==> config.mk <==
export PLATFORM = sky130hd
export DESIGN_NAME = fifo_burst_reader
export DESIGN_NICKNAME = d
export VERILOG_FILES = /design/src/rtl/fifo_reader_pkg.sv /design/src/rtl/fifo_burst_reader_symbol_hold_timer.sv /design/src/rtl/fifo_burst_reader.sv
export SDC_FILE = /design/constraint.sdc
export NUM_CORES = 1
export LEC_CHECK = 0
export ABC_AREA = 1
export BUFFER_PORTS_ARGS = -buffer_cell sky130_fd_sc_hd__buf_4
export CORE_AREA = 2 2 74 76
export DETAILED_ROUTE_END_ITERATION = 16
export DIE_AREA = 0 0 76 78
export PLACE_DENSITY_LB_ADDON = 0.25
export SYNTH_ARGS = -nofsm -noshare
export SYNTH_HDL_FRONTEND = slang
export SYNTH_SLANG_ARGS = --single-unit
export TNS_END_PERCENT = 50
==> constraint.sdc <==
create_clock -name Clock -period 1.55 [get_ports Clock]
set_clock_uncertainty 0.1 [all_clocks]
set_input_delay 0.31 -clock Clock [delete_from_list [all_inputs] [get_ports Clock]]
set_output_delay 0.31 -clock Clock [all_outputs]
set_load 0.05 [all_outputs]
==> src/rtl/fifo_reader_pkg.sv <==
// Shared constants for the sample-FIFO burst reader: state encoding and default widths.
package fifo_reader_pkg;

  localparam int WIDTH_DEF  = 3;
  localparam int HOLD_W_DEF = 8;
  localparam int CNT_W_DEF  = 8;

  localparam logic [2:0] ST_IDLE  = 3'd0;
  localparam logic [2:0] ST_FETCH = 3'd1;
  localparam logic [2:0] ST_WAIT  = 3'd2;
  localparam logic [2:0] ST_HOLD  = 3'd3;
  localparam logic [2:0] ST_DONE  = 3'd4;

endpackage

==> src/rtl/fifo_burst_reader_symbol_hold_timer.sv <==
// Loadable down-counter that times how long a symbol stays on the pulser output.
module symbol_hold_timer
  import fifo_reader_pkg::*;
#(
  parameter int HOLD_W = HOLD_W_DEF
)(
  input  logic              Clock,
  input  logic              reset,
  input  logic              load,
  input  logic [HOLD_W-1:0] load_value,
  input  logic              count_en,
  output logic              expired,
  output logic              two_left
);

  logic [HOLD_W-1:0] value;

  // Load wins over counting so a back-to-back symbol restarts cleanly on its expiry cycle.
  always_ff @(posedge Clock or negedge reset) begin
    if (!reset) begin
      value <= '0;
    end else if (load) begin
      value <= load_value;
    end else if (count_en && (value != '0)) begin
      value <= value - 1'b1;
    end
  end

  assign expired  = (value == HOLD_W'(1));
  assign two_left = (value == HOLD_W'(2));

endmodule

==> src/rtl/fifo_burst_reader.sv <==
// Read-side burst controller for the sample FIFO; drives the pulser with held symbols.
// Define PREFETCH_EN for gap-free output (next symbol fetched during the current hold).
module fifo_burst_reader
  import fifo_reader_pkg::*;
#(
  parameter int WIDTH  = WIDTH_DEF,
  parameter int HOLD_W = HOLD_W_DEF,
  parameter int CNT_W  = CNT_W_DEF
)(
  input  logic              Clock,
  input  logic              reset,
  input  logic              start,
  input  logic [CNT_W-1:0]  burst_len,
  input  logic [HOLD_W-1:0] hold_cycles,
  input  logic              fifo_empty,
  input  logic [WIDTH-1:0]  fifo_read_data,
  output logic              fifo_read_en,
  output logic [WIDTH-1:0]  pulse_code,
  output logic              pulse_valid,
  output logic              busy,
  output logic              done,
  output logic              underrun
);

  logic [2:0]        state;
  logic [CNT_W-1:0]  remaining;
  logic [HOLD_W-1:0] hold_len;
  logic [HOLD_W-1:0] hold_eff;
  logic              issued;
  logic              timer_load;
  logic              timer_expired;
  logic              timer_two_left;
  logic              fetch_read;

  assign fetch_read = (state == ST_FETCH) && !fifo_empty;
  assign busy       = (state != ST_IDLE);
  assign done       = (state == ST_DONE);

`ifdef PREFETCH_EN
  logic prefetch_read;
  logic prefetch_load;
  logic prefetched;

  // The prefetch needs one cycle of FIFO latency inside the hold, so the hold is at least 2.
  assign hold_eff      = (hold_cycles < HOLD_W'(2)) ? HOLD_W'(2) : hold_cycles;
  assign prefetch_read = (state == ST_HOLD) && timer_two_left && (remaining != '0) && !fifo_empty;
  assign prefetch_load = (state == ST_HOLD) && timer_expired && prefetched;
  assign fifo_read_en  = fetch_read || prefetch_read;
  assign timer_load    = (state == ST_WAIT) || prefetch_load;

  always_ff @(posedge Clock or negedge reset) begin
    if (!reset) begin
      prefetched <= 1'b0;
    end else begin
      prefetched <= prefetch_read;
    end
  end
`else
  logic unused_two_left;

  assign hold_eff        = (hold_cycles == '0) ? HOLD_W'(1) : hold_cycles;
  assign fifo_read_en    = fetch_read;
  assign timer_load      = (state == ST_WAIT);
  assign unused_two_left = timer_two_left;
`endif

  symbol_hold_timer #(
    .HOLD_W (HOLD_W)
  ) u_hold_timer (
    .Clock      (Clock),
    .reset      (reset),
    .load       (timer_load),
    .load_value (hold_len),
    .count_en   (state == ST_HOLD),
    .expired    (timer_expired),
    .two_left   (timer_two_left)
  );

  // Burst sequencing; underrun only counts once the burst has actually put a symbol out.
  always_ff @(posedge Clock or negedge reset) begin
    if (!reset) begin
      state       <= ST_IDLE;
      remaining   <= '0;
      hold_len    <= '0;
      issued      <= 1'b0;
      underrun    <= 1'b0;
      pulse_code  <= '0;
      pulse_valid <= 1'b0;
    end else begin
      case (state)
        ST_IDLE: begin
          if (start) begin
            if (burst_len == '0) begin
              state <= ST_DONE;
            end else begin
              remaining <= burst_len;
              hold_len  <= hold_eff;
              issued    <= 1'b0;
              underrun  <= 1'b0;
              state     <= ST_FETCH;
            end
          end
        end
        ST_FETCH: begin
          if (!fifo_empty) begin
            state <= ST_WAIT;
          end else if (issued) begin
            underrun <= 1'b1;
          end
        end
        ST_WAIT: begin
          pulse_code  <= fifo_read_data;
          pulse_valid <= 1'b1;
          remaining   <= remaining - 1'b1;
          issued      <= 1'b1;
          state       <= ST_HOLD;
        end
        ST_HOLD: begin
          if (timer_expired) begin
`ifdef PREFETCH_EN
            if (prefetched) begin
              pulse_code <= fifo_read_data;
              remaining  <= remaining - 1'b1;
            end else
`endif
            begin
              pulse_code  <= '0;
              pulse_valid <= 1'b0;
              state       <= (remaining != '0) ? ST_FETCH : ST_DONE;
            end
          end
        end
        ST_DONE: begin
          state <= ST_IDLE;
        end
        default: begin
          state <= ST_IDLE;
        end
      endcase
    end
  end

endmodule

==> reports/results.ini, run 1 <==
[clock_network]
cts_sinks = 33
numCtsBuffers = 5
clk_latency_ns = 0.29
cts_buffer_depth = 2
tritoncts = yes
root_buffer = clkbuf_8
path_clk_slew_ns = 0.07
h-tree-depth = 2

[setup_path]
cp_slowest_stage_delay_ns = 0.45
crit_path_end = fifo_read_en
cp.arrival_ns = 1.19
startpoint_type = register
cp-end-kind = output pin
reg2reg_to = remaining[3]$_DFFE_PN0P_
reg2reg_depth = 9
cp_cell_sequence = nor2_4 -> nand2_2 -> nor2_2 -> buf_6
crit_required_ns = 1.14
critPathKind = reg2out
crit_slowest_cell = dfrtp_2
startpoint = state[1]$_DFFE_PN0P_
r2r-start = state[1]$_DFFE_PN0P_
r2r_slack_ns = 0.03
worstPathMaxFanout = 4

[min_path]
hold_path_class = in2reg

[grt]
grt_pass1_wl_mm = 8.038
grt_max_degree = 34
grt_usage = 0.1655
grt.overflow.total = 0
grt_pass1_vias = 1812
antenna_found_initial = 0

[route]
drtIter0Drc = 105
drt-vias-per-instance = 4.713
route.antenna.remaining_nets = 0
routed_wl_mm = 4.944
wl_per_cell_um = 11.94
drc = 0
vias = 1951
drtPass1Iterations = 4

[synthesis]
avgSynthCellArea_um2 = 6.989
synthXorXnorAreaFrac = 0
synth_compound_area_frac = 0.07349
synth-seq-area-share = 0.4146
ys_seq_elements = 33
synth_ff_type = dfrtp_1
synth_area_leader_cell = dfrtp_1
synth_cell_types = 23
synth.top_cell.area_share = 0.4146
synth_edf_count = 0
synthTopCellsByCount = nand2_1 (95), nand3_1 (34), dfrtp_1 (33)
async_flop_share = 1.000
syn_nets = 312
yosysMostFrequentCell = nand2_1
synthesis.area_mm2 = 0.001992
syn-instance-count = 285
synth_top_family_by_area = simple AND/OR/NAND/NOR gates
synth_warnings = 0
synth_fa_ha_area_frac = 0.02513
synthMuxAreaShare = 0
synth_area_leaders = dfrtp_1 (41%), nand2_1 (18%), nand3_1 (8.5%)
synth-simple-area-share = 0.3882

[final_layout]
n_antenna_cell = 0
drive_above_1_share = 0.3227
final_net_count = 370
final_util = 0.5442
fill_cells = 507
syn2layout_area_growth_pct = 37.75
design_area_mm2 = 0.002744
final_cells = 414

[die]
io_pins = 31
core-area_mm2 = 0.005042
dieWidth_um = 76
rows = 26
die_h_um = 78
initial_core_util = 0.3950
fp.dieArea_mm2 = 0.005928

[sta]
fin_setup_tns_ns = -0.09286
tightest_slew_ns = 0.4367
timing.fmax_mhz = 625.0
setup_viol = 3
final.setup.worst_slack_ns = -0.05011
finalMaxSlewViolations = 0
period_share = 1.032
rsz0062_at_grt = yes
post-route-min-period_ns = 1.600
final_hold_viol_count = 0
max_slew_margin = 0.7089

[placement]
dp_cells = 392
io_buffers = 30
gp_congestion = 0.8702
place_hpwl_mm = 3.404
pre_cts_ws_ns = 0.02365
placed_area_mm2 = 0.002371

[power]
vdd_ir_drop_max_mv = 0.3276
p_leak_nw = 1.455
power_density_mw_per_mm2 = 608.5

[run]
max-cap-violations = 0

[run_status]
outcome = finished with violations
violations = setup timing

-- worst min path at each step --
stage / depth (start not counted) / start / to
floorplan: 0 / reset / hold_len[0]$_DFFE_PN0P_
global placement: 1 / reset / remaining[1]$_DFFE_PN0P_
detailed placement: 1 / reset / hold_len[0]$_DFFE_PN0P_
CTS: 3 / fifo_read_data[1] / pulse_code[1]$_DFFE_PN0P_
global route: 3 / fifo_read_data[0] / pulse_code[0]$_DFFE_PN0P_
finish: 3 / fifo_read_data[0] / pulse_code[0]$_DFFE_PN0P_
-- per-stage QoR --
step	total power, mW	hold slack, ns
finish	1.670	0.1307
floorplan	0.8962	-0.08559
CTS	1.686	0.1235
detailed placement	0.9656	0.1936
global placement	0.9648	0.1912
global route	1.732	0.1368
-- area by class of cell --
cell class | count | area [um^2] | area share
clock inverter | 1 | 5.005 | 0.001824
sequential | 33 | 829.5 | 0.3023
clock buffer | 7 | 96.34 | 0.03511
multi-input combinational | 208 | 1079 | 0.3931
inverter | 38 | 145.1 | 0.05290
tap | 70 | 87.58 | 0.03192
timing repair buffer | 57 | 501.7 | 0.1829
-- power breakdown --
group | total [mW] | leakage, nW | switching [mW] | internal [mW]
registers | 0.863 | 0.378 | 0.00104 | 0.862
logic | 0.0859 | 1.02 | 0.0412 | 0.0446
clock network | 0.721 | 0.0542 | 0.319 | 0.402
total | 1.67 | 1.46 | 0.361 | 1.31
-- logic make-up after synthesis --
kind of cell | Yosys count
AND/OR/NAND/NOR | 177
AO/OA/AOI/OAI | 27
flip-flops | 33
adder cells (fa/ha/maj) | 4
buffers and inverters | 44
-- flip-flops by register name, summed over array words and instances (netlist names) --
| signal | count |
|---|---|
| u_hold_timer.value | 8 |
| hold_len | 8 |
| pulse_code | 3 |
| underrun | 1 |
| remaining | 8 |
| state | 3 |
| pulse_valid | 1 |
| issued | 1 |
-- worst max-delay path: cells and delay by family (launching register included) --
family,cells,cell delay [ns]
buffers and inverters,1,0.16
and+or+nand+nor,3,0.30
DFF,1,0.45
-- layer usage --
layer / vias to the layer above / wire length [um] / GRT usage
li1: 1004 / - / -
met1: 893 / 2251 / 0.2182
met2: 47 / 2448 / 0.2768
met3: 7 / 192 / 0.03256
met4: 0 / 52 / 0.04909
met5: - / 0 / 0
-- cells in the final DEF (no fill, tap or decap), types with 2 or more instances in the layout --
cell type,count
o21ai_1,7
dfrtp_1,30
buf_4,45
inv_2,7
a21oi_1,4
nand3_2,5
o21ai_0,13
buf_8,2
inv_1,30
nor2_1,28
nand2_1,84
clkbuf_8,7
nand2_2,9
nor2_4,4
ha_1,4
dfrtp_2,3
o21ai_2,3
buf_6,7
nand2_4,5
nor2_2,7
nand3_1,29
-- what timing repair did --
item                                   in CTS  in global routing
hold buffers                                1                  0
setup endpoints to repair                   3                 35
gates cloned                                0                  1
gates resized for setup                     8                 35
endpoints found under the hold margin      33                  0
setup buffers                               4                  8
pin swaps                                   1                  9
Power figures use the tool's default switching activity.
==> inputs of run 2 (changes only) <==
- ABC_CLOCK_PERIOD_IN_PS: unset -> 1550
- SKIP_CTS_REPAIR_TIMING: unset -> 1
==> run 2 against run 1 <==
  * The flow still finishes with violations (setup timing)
  * Fmax shrank 2.0%
  * Critical path type unchanged
  * First-iteration DRC count rose by 2.9%
  * Critical path depth stayed put
==> reports/results.ini, run 2 (synthesis gave the netlist of run 1 again) <==
[run]
max-cap-violations = 0

[route]
drtIter0Drc = 108
wl_per_cell_um = 11.41
drt-vias-per-instance = 4.722
drtPass1Iterations = 4
route.antenna.remaining_nets = 0
drc = 0
routed_wl_mm = 4.644
vias = 1922

[sta]
max_slew_margin = 0.7112
setup_viol = 3
rsz0062_at_grt = yes
period_share = 1.053
post-route-min-period_ns = 1.633
timing.fmax_mhz = 612.5
final.setup.worst_slack_ns = -0.08256
tightest_slew_ns = 0.4332
finalMaxSlewViolations = 0
final_hold_viol_count = 0
fin_setup_tns_ns = -0.2280

[grt]
grt_pass1_vias = 1782
grt_usage = 0.1637
grt.overflow.total = 0
antenna_found_initial = 0
grt_pass1_wl_mm = 7.921
grt_max_degree = 34

[placement]
placed_area_mm2 = 0.002371
dp_cells = 392
gp_congestion = 0.8702
place_hpwl_mm = 3.404
io_buffers = 30

[clock_network]
numCtsBuffers = 5
cts_buffer_depth = 2
cts_sinks = 33
clk_latency_ns = 0.28
h-tree-depth = 2
tritoncts = yes
root_buffer = clkbuf_8
path_clk_slew_ns = 0.07

[power]
power_density_mw_per_mm2 = 645.1
vdd_ir_drop_max_mv = 0.3279
switching_share = 0.2159
power_switching_uw = 360.2
clockPowerShare = 0.431
p_leak_nw = 1.373
internal-power_mw = 1.308
power_mw = 1.668
pwr-share-seq = 0.517
comb_power_share = 0.051

[final_layout]
final_cells = 407
final_util = 0.5129
design_area_mm2 = 0.002586
top_regs = hold_len: 8 flops, remaining: 8 flops, u_hold_timer.value: 8 flops
syn2layout_area_growth_pct = 29.84
drive_above_1_share = 0.2730
layout_commonest_cell = nand2_1
final_net_count = 363
final_cell_mix = nand2_1 (94), buf_4 (42), nand3_1 (34)
n_antenna_cell = 0

[setup_path]
r2r-start = state[2]$_DFFE_PN0P_
r2r_slack_ns = 0.04
reg2reg_to = remaining[7]$_DFFE_PN0P_
cp-end-kind = output pin
startpoint_type = register
critPathKind = reg2out
cp.arrival_ns = 1.22
reg2reg_depth = 8
crit_required_ns = 1.14
worstPathMaxFanout = 4

[min_path]
min_to = pulse_code[1]$_DFFE_PN0P_
hold_start = fifo_read_data[1]
hold_path_class = in2reg
hold_path_depth = 3

[die]
rows = 26
core-area_mm2 = 0.005042
initial_core_util = 0.3950
dieWidth_um = 76
die_h_um = 78
fp.dieArea_mm2 = 0.005928
io_pins = 31

[run_status]
violations = setup timing
outcome = finished with violations

## run 2: changes by cell type in the layout (fill, tap and decap cells not counted), moves of 2 or more
cell / previous run / this run
nand2_1: 84 / 94
nand2_2: 9 / 2
nand3_1: 29 / 34
nand3_2: 5 / 1
buf_4: 45 / 42
buf_6: 7 / 5
buf_8: 2 / 0
nand2_4: 5 / 3
## run 2: layout make-up
class	instances	area, um^2
fillers	530	2456
multi-input cells	208	998.5
flip-flops and latches	33	829.5
repair buffers	50	421.7
inverters	38	147.6
clock buffers	7	96.34
well taps	70	87.58
clock inverters	1	5.005
## run 2: how the worst max path moves through the flow
| stage | startpoint | to | slack (ns) | cells after the start |
|---|---|---|---|---|
| 3_5_place_dp | u_hold_timer.value[1]$_DFFE_PN0P_ | u_hold_timer.value[4]$_DFFE_PN0P_ | 0.02 | 9 |
| 2_1_floorplan | state[1]$_DFFE_PN0P_ | state[0]$_DFFE_PN0P_ | -0.04 | 8 |
| 6_report | state[1]$_DFFE_PN0P_ | busy | -0.08 | 4 |
| 4_1_cts | state[1]$_DFFE_PN0P_ | fifo_read_en | -0.22 | 4 |
| 5_1_grt | state[1]$_DFFE_PN0P_ | busy | -0.12 | 4 |
| 3_3_place_gp | u_hold_timer.value[1]$_DFFE_PN0P_ | u_hold_timer.value[6]$_DFFE_PN0P_ | 0.05 | 9 |
## run 2: worst max-delay path, stage by stage (launching register included)
cell,delay (ns)
dfrtp_2,0.46
nor2_4,0.11
buf_4,0.14
nand2_1,0.08
buf_6,0.16
## run 2: per-layer routing
metal	track usage	wire length (um)	part of all wire
met5	0	0	0
met4	0.05091	42	0.0090
met3	0.03256	166	0.036
met2	0.2741	2232	0.48
met1	0.2145	2202	0.47
## run 2: metrics by stage
step | worst slack [ns] | hold slack, ns
4_1_cts | -0.2217 | -0.1162
3_5_place_dp | 0.02365 | 0.1936
6_report | -0.08256 | 0.1280
3_3_place_gp | 0.05332 | 0.1912
2_1_floorplan | -0.03624 | -0.08559
5_1_grt | -0.1220 | 0.1368
## run 2: power by group through the flow
stage | clock, mW | sequential (mW) | combinational, mW
floorplan | 0 | 0.880 | 0.0166
global placement | 0 | 0.880 | 0.0852
detailed placement | 0 | 0.880 | 0.0859
CTS | 0.735 | 0.863 | 0.0860
global route | 0.772 | 0.863 | 0.0978
finish | 0.720 | 0.863 | 0.0855
==> inputs of run 3 (changes only) <==
- PLACE_DENSITY_LB_ADDON: 0.25 -> unset
==> run 3 against run 2 <==
  * The flow still finishes with violations (setup timing)
  * Worst hold slack worse by 0.0074 ns
  * Fmax is 0.25% lower
  * Register-to-register slack better by 0.02 ns
  * Count of clock-buffer cells in the layout stayed put
  * First-iteration DRC count is 19% lower
==> reports/results.ini, run 3 (synthesis gave the netlist of run 1 again) <==
[grt]
antenna_found_initial = 0
grt.overflow.total = 0
grt_pass1_vias = 1751
grt_max_degree = 34
grt_pass1_wl_mm = 7.941
grt_usage = 0.1675

[clock_network]
numCtsBuffers = 5
cts_buffer_depth = 2
clk_latency_ns = 0.29
tritoncts = yes
cts_sinks = 33
path_clk_slew_ns = 0.07
h-tree-depth = 2
root_buffer = clkbuf_8

[run]
max-cap-violations = 0

[power]
vdd_ir_drop_max_mv = 0.3164
power_mw = 1.793
power_density_mw_per_mm2 = 683.5
p_leak_nw = 1.412

[setup_path]
cp.arrival_ns = 1.23
r2r-start = state[1]$_DFFE_PN0P_
critPathKind = reg2out
worstPathMaxFanout = 3
cp-end-kind = output pin
startpoint = state[2]$_DFFE_PN0P_
startpoint_type = register
crit_required_ns = 1.14

[die]
rows = 26
initial_core_util = 0.3950
fp.dieArea_mm2 = 0.005928
core-area_mm2 = 0.005042
dieWidth_um = 76
die_h_um = 78
io_pins = 31

[placement]
place_hpwl_mm = 3.546
pre_cts_ws_ns = -0.008861
gp_congestion = 0.8401
io_buffers = 30

[sta]
holdWs_ns = 0.1206
timing.fmax_mhz = 611.0
final.setup.worst_slack_ns = -0.08666
period_share = 1.056
setup_viol = 3
max_slew_margin = 0.7090
post-route-min-period_ns = 1.637
tightest_slew_ns = 0.4364
finalMaxSlewViolations = 0
rsz0062_at_grt = yes
final_hold_viol_count = 0

[route]
drc = 0
route.antenna.remaining_nets = 0
drt-vias-per-instance = 4.674
routed_wl_mm = 4.755
drtPass1Iterations = 5
drtIter0Drc = 88
wl_per_cell_um = 11.65
vias = 1907

[final_layout]
n_antenna_cell = 0
drive_above_1_share = 0.2722
final_cell_mix = nand2_1 (94), buf_4 (43), nand3_1 (33)
final_net_count = 364
top_regs = hold_len: 8 flops, remaining: 8 flops, u_hold_timer.value: 8 flops
syn2layout_area_growth_pct = 31.66
layout_commonest_cell = nand2_1

[run_status]
outcome = finished with violations
violations = setup timing

[min_path]
hold_path_class = in2reg
hold_start = fifo_read_data[0]

run 3: final cells by class:
| type | count | area (um^2) |
|---|---|---|
| Fill cell | 515 | 2420 |
| Multi-Input combinational cell | 209 | 1026 |
| Sequential cell | 33 | 829.5 |
| Timing Repair Buffer | 50 | 417.9 |
| Inverter | 38 | 145.1 |
| Tap cell | 70 | 87.58 |
| Clock buffer | 7 | 86.33 |
| Clock inverter | 1 | 30.03 |
run 3: metal layers:
metal,track usage,vias up,share of wire
li1,-,995,-
met1,0.2226,883,0.48
met2,0.2723,22,0.48
met3,0.03837,7,0.026
met4,0.05273,0,0.011
met5,0,-,0
run 3: worst paths after layout:
| check | slack, ns | depth (start not counted) | end |
|---|---|---|---|
| hold reg to reg | 0.38 | 2 | pulse_valid$_DFFE_PN0P_ |
| setup reg to reg | 0.06 | 9 | remaining[0]$_DFFE_PN0P_ |
| max in group asynchronous | 0.60 | 2 | state[0]$_DFFE_PN0P_ |
| min in group asynchronous | 0.41 | 2 | hold_len[7]$_DFFE_PN0P_ |
| hold / removal | 0.12 | 3 | pulse_code[0]$_DFFE_PN0P_ |
| setup / recovery | -0.09 | 4 | busy |
run 3: critical path, stage by stage, from the launching register on:
cell     delay, ns
dfrtp_2       0.45
nor2_4        0.13
buf_4         0.13
nand2_1       0.07
buf_6         0.16
run 3: per-stage QoR:
step	setup TNS (ns)	instances	instance area [um^2]	util
6_report	-0.1927	408	2623	0.5201
3_5_place_dp	-0.008861	390	2369	0.4697
4_1_cts	-0.4411	398	2485	0.4928
5_1_grt	-0.4101	408	2623	0.5201
3_3_place_gp	0	390	2369	0.4697
2_1_floorplan	-0.08682	285	1999	-
run 3: power breakdown:
group	leakage (nW)	switching, mW	internal [mW]
logic	0.975	0.0413	0.0446
clock network	0.0585	0.319	0.524
registers	0.378	0.000958	0.862
